`src/rtl/fetch_pkg.sv`:
```
// rtl/fetch_pkg.sv - shared types and defaults for the fetch front end
package fetch_pkg;

  typedef enum logic [1:0] {
    ST_IDLE = 2'd0,
    ST_REQ  = 2'd1,
    ST_KILL = 2'd2,
    ST_DONE = 2'd3
  } fetch_state_t;

  localparam int DEFAULT_PC_STEP  = 4;
  localparam int DEFAULT_RESET_PC = 0;

  // Queue entries are packed as {pc, instr}
  function automatic int entry_width(input int pc_width, input int iwidth);
    return pc_width + iwidth;
  endfunction

endpackage

```
`src/rtl/fetch_queue.sv`:
```
// rtl/fetch_queue.sv - synchronous FIFO holding {pc, instr} fetch entries
module fetch_queue #(
  parameter int WIDTH = 64,
  parameter int DEPTH = 4
) (
  input  logic                     clk,
  input  logic                     rst,
  input  logic                     push,
  input  logic [WIDTH-1:0]         push_data,
  input  logic                     pop,
  input  logic                     clear,
  output logic [WIDTH-1:0]         head_data,
  output logic                     full,
  output logic                     empty,
  output logic [$clog2(DEPTH):0]   count
);

  localparam int AW = $clog2(DEPTH);

  logic [WIDTH-1:0] mem [DEPTH];
  logic [AW:0]      wr_ptr;
  logic [AW:0]      rd_ptr;
  logic             do_push;
  logic             do_pop;

  // Extra pointer MSB distinguishes full from empty when the indices match
  assign count     = wr_ptr - rd_ptr;
  assign empty     = (wr_ptr == rd_ptr);
  assign full      = (wr_ptr[AW] != rd_ptr[AW]) && (wr_ptr[AW-1:0] == rd_ptr[AW-1:0]);
  assign do_push   = push && !full;
  assign do_pop    = pop && !empty;
  assign head_data = mem[rd_ptr[AW-1:0]];

  always_ff @(posedge clk) begin
    if (rst) begin
      wr_ptr <= '0;
      rd_ptr <= '0;
      for (int i = 0; i < DEPTH; i++) begin
        mem[i] <= '0;
      end
    end else if (clear) begin
      wr_ptr <= '0;
      rd_ptr <= '0;
    end else begin
      if (do_push) begin
        mem[wr_ptr[AW-1:0]] <= push_data;
        wr_ptr              <= wr_ptr + 1'b1;
      end
      if (do_pop) begin
        rd_ptr <= rd_ptr + 1'b1;
      end
    end
  end

endmodule

```
`src/rtl/fetch_queue_stage.sv`:
```
// rtl/fetch_queue_stage.sv - sequential instruction fetch with redirect/flush and a decode-side queue
module fetch_queue_stage
  import fetch_pkg::*;
#(
  parameter int IWIDTH   = 32,
  parameter int PC_WIDTH = 32,
  parameter int QDEPTH   = 4,
  parameter int PC_STEP  = DEFAULT_PC_STEP,
  parameter int RESET_PC = DEFAULT_RESET_PC
) (
  input  logic                      fq_clk,
  input  logic                      fq_rst,
  input  logic                      fq_i_ce,
  input  logic                      fq_change_pc,
  input  logic [PC_WIDTH-1:0]       fq_alu_pc_value,
  input  logic                      fq_i_flush,
  input  logic                      fq_i_stall,
  output logic                      fq_o_syn,
  output logic [PC_WIDTH-1:0]       fq_o_addr_instr,
  input  logic                      fq_i_ack,
  input  logic [IWIDTH-1:0]         fq_i_instr,
  input  logic                      fq_i_last,
  output logic [IWIDTH-1:0]         fq_o_instr,
  output logic [PC_WIDTH-1:0]       fq_pc,
  output logic                      fq_o_ce,
  output logic                      fq_o_stall,
  output logic                      fq_o_flush,
  output logic [$clog2(QDEPTH):0]   fq_o_count
);

  localparam int CW = $clog2(QDEPTH) + 1;
  localparam int EW = entry_width(PC_WIDTH, IWIDTH);

  fetch_state_t      state;
  logic [PC_WIDTH-1:0] fetch_pc;
  logic              redirect;
  logic              credit_ok;
  logic              push;
  logic [EW-1:0]     head;
  logic [CW-1:0]     count;
  logic              q_full;
  logic              q_empty;

  assign redirect   = fq_change_pc | fq_i_flush;
  assign credit_ok  = (count < CW'(QDEPTH));
  assign push       = (state == ST_REQ) && fq_i_ack && !redirect;
  assign fq_o_ce    = !q_empty && !fq_i_stall && !redirect;
  assign fq_o_stall = q_full;
  assign fq_o_count = count;
  assign fq_pc      = head[EW-1 -: PC_WIDTH];
  assign fq_o_instr = head[IWIDTH-1:0];

  fetch_queue #(
    .WIDTH (EW),
    .DEPTH (QDEPTH)
  ) u_queue (
    .clk       (fq_clk),
    .rst       (fq_rst),
    .push      (push),
    .push_data ({fetch_pc, fq_i_instr}),
    .pop       (fq_o_ce),
    .clear     (redirect),
    .head_data (head),
    .full      (q_full),
    .empty     (q_empty),
    .count     (count)
  );

  always_ff @(posedge fq_clk) begin
    if (fq_rst) begin
      state           <= ST_IDLE;
      fetch_pc        <= PC_WIDTH'(RESET_PC);
      fq_o_addr_instr <= PC_WIDTH'(RESET_PC);
      fq_o_syn        <= 1'b0;
      fq_o_flush      <= 1'b0;
    end else begin
      fq_o_flush <= redirect;
      if (redirect) begin
        if (fq_change_pc) begin
          fetch_pc <= fq_alu_pc_value;
        end
        // An in-flight request must still be acked by memory, so it is parked in KILL
        if (state == ST_REQ || state == ST_KILL) begin
          if (fq_i_ack) begin
            state    <= ST_IDLE;
            fq_o_syn <= 1'b0;
          end else begin
            state <= ST_KILL;
          end
        end else begin
          state <= ST_IDLE;
        end
      end else begin
        case (state)
          ST_IDLE: begin
            if (fq_i_ce && credit_ok) begin
              state           <= ST_REQ;
              fq_o_syn        <= 1'b1;
              fq_o_addr_instr <= fetch_pc;
            end
          end
          ST_REQ: begin
            if (fq_i_ack) begin
              fetch_pc <= fetch_pc + PC_WIDTH'(PC_STEP);
              fq_o_syn <= 1'b0;
              state    <= fq_i_last ? ST_DONE : ST_IDLE;
            end
          end
          ST_KILL: begin
            if (fq_i_ack) begin
              fq_o_syn <= 1'b0;
              state    <= ST_IDLE;
            end
          end
          default: begin
            state <= ST_DONE;
          end
        endcase
      end
    end
  end

endmodule

```
`config.mk`:
```
export PLATFORM = sky130hd
export DESIGN_NAME = fetch_queue_stage
export DESIGN_NICKNAME = d
export VERILOG_FILES = /design/src/rtl/fetch_pkg.sv /design/src/rtl/fetch_queue.sv /design/src/rtl/fetch_queue_stage.sv
export SDC_FILE = /design/constraint.sdc
export NUM_CORES = 1
export LEC_CHECK = 0
export ABC_AREA = 1
export ABC_CLOCK_PERIOD_IN_PS = 16000
export CORE_ASPECT_RATIO = 0.5
export CORE_MARGIN = 2
export CORE_UTILIZATION = 61
export DETAILED_ROUTE_END_ITERATION = 8
export MAX_ROUTING_LAYER = met4
export PLACE_DENSITY = 0.95
export SYNTH_ARGS = -nofsm -noshare
export SYNTH_HDL_FRONTEND = slang
export SYNTH_HIERARCHICAL = 1
export SYNTH_SLANG_ARGS = --single-unit
export TNS_END_PERCENT = 10
```
`constraint.sdc`:
```
create_clock -name fq_clk -period 16 [get_ports fq_clk]
set_input_delay 3.2 -clock fq_clk [delete_from_list [all_inputs] [get_ports fq_clk]]
set_output_delay 3.2 -clock fq_clk [all_outputs]
set_load 0.01 [all_outputs]
```
==> summary.txt <==
Worst setup path
  • Crit path required time: 12.80 ns
  • Reg2reg end: u_queue/mem[1][58]
  • FF-to-FF path depth: 6
  • Crit-path max FO: 32
  • CP Launch Point: fq_change_pc
  • Crit Path Category: in2out
  • Reg-to-reg setup timing slack: 11.92 ns
  • Crit path DAT: 5.17 ns
  • Crit path to: fq_o_ce
  • Critical R2R Launch: u_queue/wr_ptr[1]
  • Worst Setup Start Kind: primary input
  • Crit end category: output port

CTS
  • Hold Buf Count CTS: 0
  • Reg clk slew, reported paths: 0.07 ns
  • Clk Tree Root Cell: clkbuf_16
  • Max H-tree Level: 1
  • Cts bufs inserted: 28
  • CTS tree: yes
  • Max Root-Sink Buffers: 3
  • Post-cts gate resize count: 0
  • Clock Sinks: 332
  • Clock latency at the later pin of the worst-skew pair: 0.56 ns
  • Postcts setup bufs: 0

Yosys
  • Number of synthesized flops with an enable pin: 256
  • Sequential-to-total area share from yosys stat: 60.1%
  • Number of synthesized register bits: 332
  • Synth Net Count: 1710
  • Synth warnings: 6
  • Synth top area share: 50.1%
  • Gate Count Post-Synth: 1628
  • Mean area per synthesized cell: 9.42 um2
  • Ys flop type: edfxtp_1
  • Library cells used by synthesis: 39
  • Area leader, netlist: edfxtp_1
  • Synth async-reset ratio: 0%
  • Post-Syn Area: 15300 um2
  • Synth top area cells: edfxtp_1, dfxtp_1, nor2_1, o21ai_0, nand2_1

STA
  • Fin Clk Skew: 0.0125 ns
  • RSZ-0062 raised after global routing: no
  • Minimum clock period: 8.37 ns
  • Post-route clock period utilization: 52.3%
  • Sum Neg Setup Slack: 0 ns
  • Fmax: 119 MHz
  • Max-slew headroom: 21.7%
  • Slew Limit Fails: 0
  • Final Hold Fails: 0
  • Slew @ Worst Pin: 1.17 ns
  • Final setup violation count: 0

Layout
  • Layout Area Growth over Synthesis: 17.3%
  • Commonest non-fill, non-tap cell in the layout: nor2_1
  • Commonest cells after routing, fill and taps aside: nor2_1, edfxtp_1, o21ai_0
  • Ant. Diodes: 0
  • Utilization after layout: 74.0%
  • Final Instance Area: 18000 um2
  • Final nets: 1821
  • Area of the multi-input gates: 5210 um2
  • Share of cells above drive strength 1: 8.75%
  • Reg area: 9220 um2
  • Fillcell total: 1560

Detailed routing
  • DRC: 0
  • DRT Pass-1 Iters: 6
  • Starting DRT DRC Count: 1661
  • Drt total wl: 40900 um
  • Final antenna-violating net count: 0
  • DR vias: 12730
  • WL/cell: 19.5 um
  • Via density: 6.07

GRT
  • Global route overflow: 0
  • Initial antenna violation count: 0
  • Largest net degree at the start of global routing: 93
  • First-pass GRT wire length: 63500 um
  • Vias in the first global route: 12257
  • Gr usage total: 31.4%

Floorplan
  • Starting Density: 63.0%
  • Die Width: 228 um
  • Die Y: 116 um
  • CORE AREA: 24300 um2
  • Site Rows: 40
  • Top-Level Pins: 175
  • Die ar.: 26500 um2

Place
  • Gp weighted congestion: 0.973
  • Area after DPL: 17100 um2
  • Detailed Place HPWL: 23400 um
  • Port bufs: 174

Power and ir drop
  • Max VDD drop: 0.0000646 V
  • Leak: 6.48 nW
  • Pwr dens: 97.9 nW/um2

Status
  • Status: completed

Worst hold path
  • Hold/Removal Path Class: reg2reg

Flow run
  • Max-Cap Viols: 0
-- metrics by stage --
step                      setup WS [ns]  cells  hold slack [ns]  total power [W]
after floorplan                    6.65   1628            0.470          0.00106
after global placement             7.68   2045            0.484          0.00112
after detailed placement           7.66   2045            0.493          0.00112
after CTS                          7.65   2097            0.506          0.00176
after global routing               7.50   2097            0.533          0.00181
final                              7.63   2097            0.514          0.00176
-- state kept, by name, summed over array words and instances, names as in the netlist, named ones only --
| register | count |
|---|---|
| u_queue/wr_ptr | 3 |
| fq_o_syn | 1 |
| u_queue/rd_ptr | 3 |
| fetch_pc | 32 |
| u_queue/mem | 256 |
| state | 2 |
| fq_o_addr_instr | 32 |
| fq_o_flush | 1 |
-- report_power, final --
group,internal [W],total [W],switching [W]
registers,0.000958,0.000980,0.0000213
logic,0.0000512,0.000128,0.0000763
clock network,0.000351,0.000653,0.000302
-- final cells by class --
type / count / share of cell area (%)
Clock inverter: 17 / 0.584
Sequential cell: 332 / 51.2
Clock buffer: 35 / 4.21
Tap cell: 336 / 2.34
Multi-Input combinational cell: 1074 / 29.0
Timing Repair Buffer: 188 / 10.3
Inverter: 115 / 2.41
-- critical path, stage by stage --
cell and delay (ns):
clkdlybuf4s50_1 0.47, inv_2 0.11, nand2_2 0.05, buf_4 0.23, nor3_1 0.46, clkdlybuf4s50_1 0.64
-- synthesized netlist by cell type, types with 5 or more instances --
| cell type | instances |
|---|---|
| o21ai_0 | 185 |
| buf_2 | 30 |
| nand2_2 | 10 |
| nor3_1 | 120 |
| nand3_1 | 35 |
| o22ai_1 | 64 |
| buf_6 | 7 |
| buf_4 | 5 |
| nor3_2 | 10 |
| inv_1 | 109 |
| a21oi_1 | 50 |
| nor2_2 | 57 |
| inv_2 | 5 |
| nand2_1 | 169 |
| ha_1 | 9 |
| clkbuf_1 | 61 |
| edfxtp_1 | 256 |
| nor2_4 | 6 |
| dfxtp_1 | 76 |
| nor2_1 | 328 |
-- cells by family (layout without fill, tap and decap cells) --
family          after synthesis  in the layout  synth area share [%]
simple gates                747            747                  21.7
flops                       332            332                  60.1
compound gates              312            312                  10.8
buf+inv                     222            355                  6.24
fa+ha+maj                    10             10                 0.865
xor+xnor                      5              5                 0.286
-- worst min-delay path by stage --
| stage | from | to | slack, ns | cells past startpoint |
|---|---|---|---|---|
| floorplan | fetch_pc[31] | fetch_pc[31] | 0.47 | 2 |
| global placement | fq_o_syn | fq_o_syn | 0.48 | 2 |
| detailed placement | fq_o_syn | fq_o_syn | 0.49 | 2 |
| CTS | fetch_pc[31] | fetch_pc[31] | 0.51 | 2 |
| global route | fq_o_addr_instr[6] | fq_o_addr_instr[6] | 0.53 | 2 |
| finish | fq_o_syn | fq_o_syn | 0.51 | 2 |
-- layer usage --
metal  vias up  track usage [%]  routed length (um)
li1       5768                -                   -
met1      5922             39.9               15400
met2       885             51.9               19600
met3       155             4.96                4250
met4         0             11.8                1550
met5         -                -                   0
No activity file was read; power rests on OpenSTA's default activity.
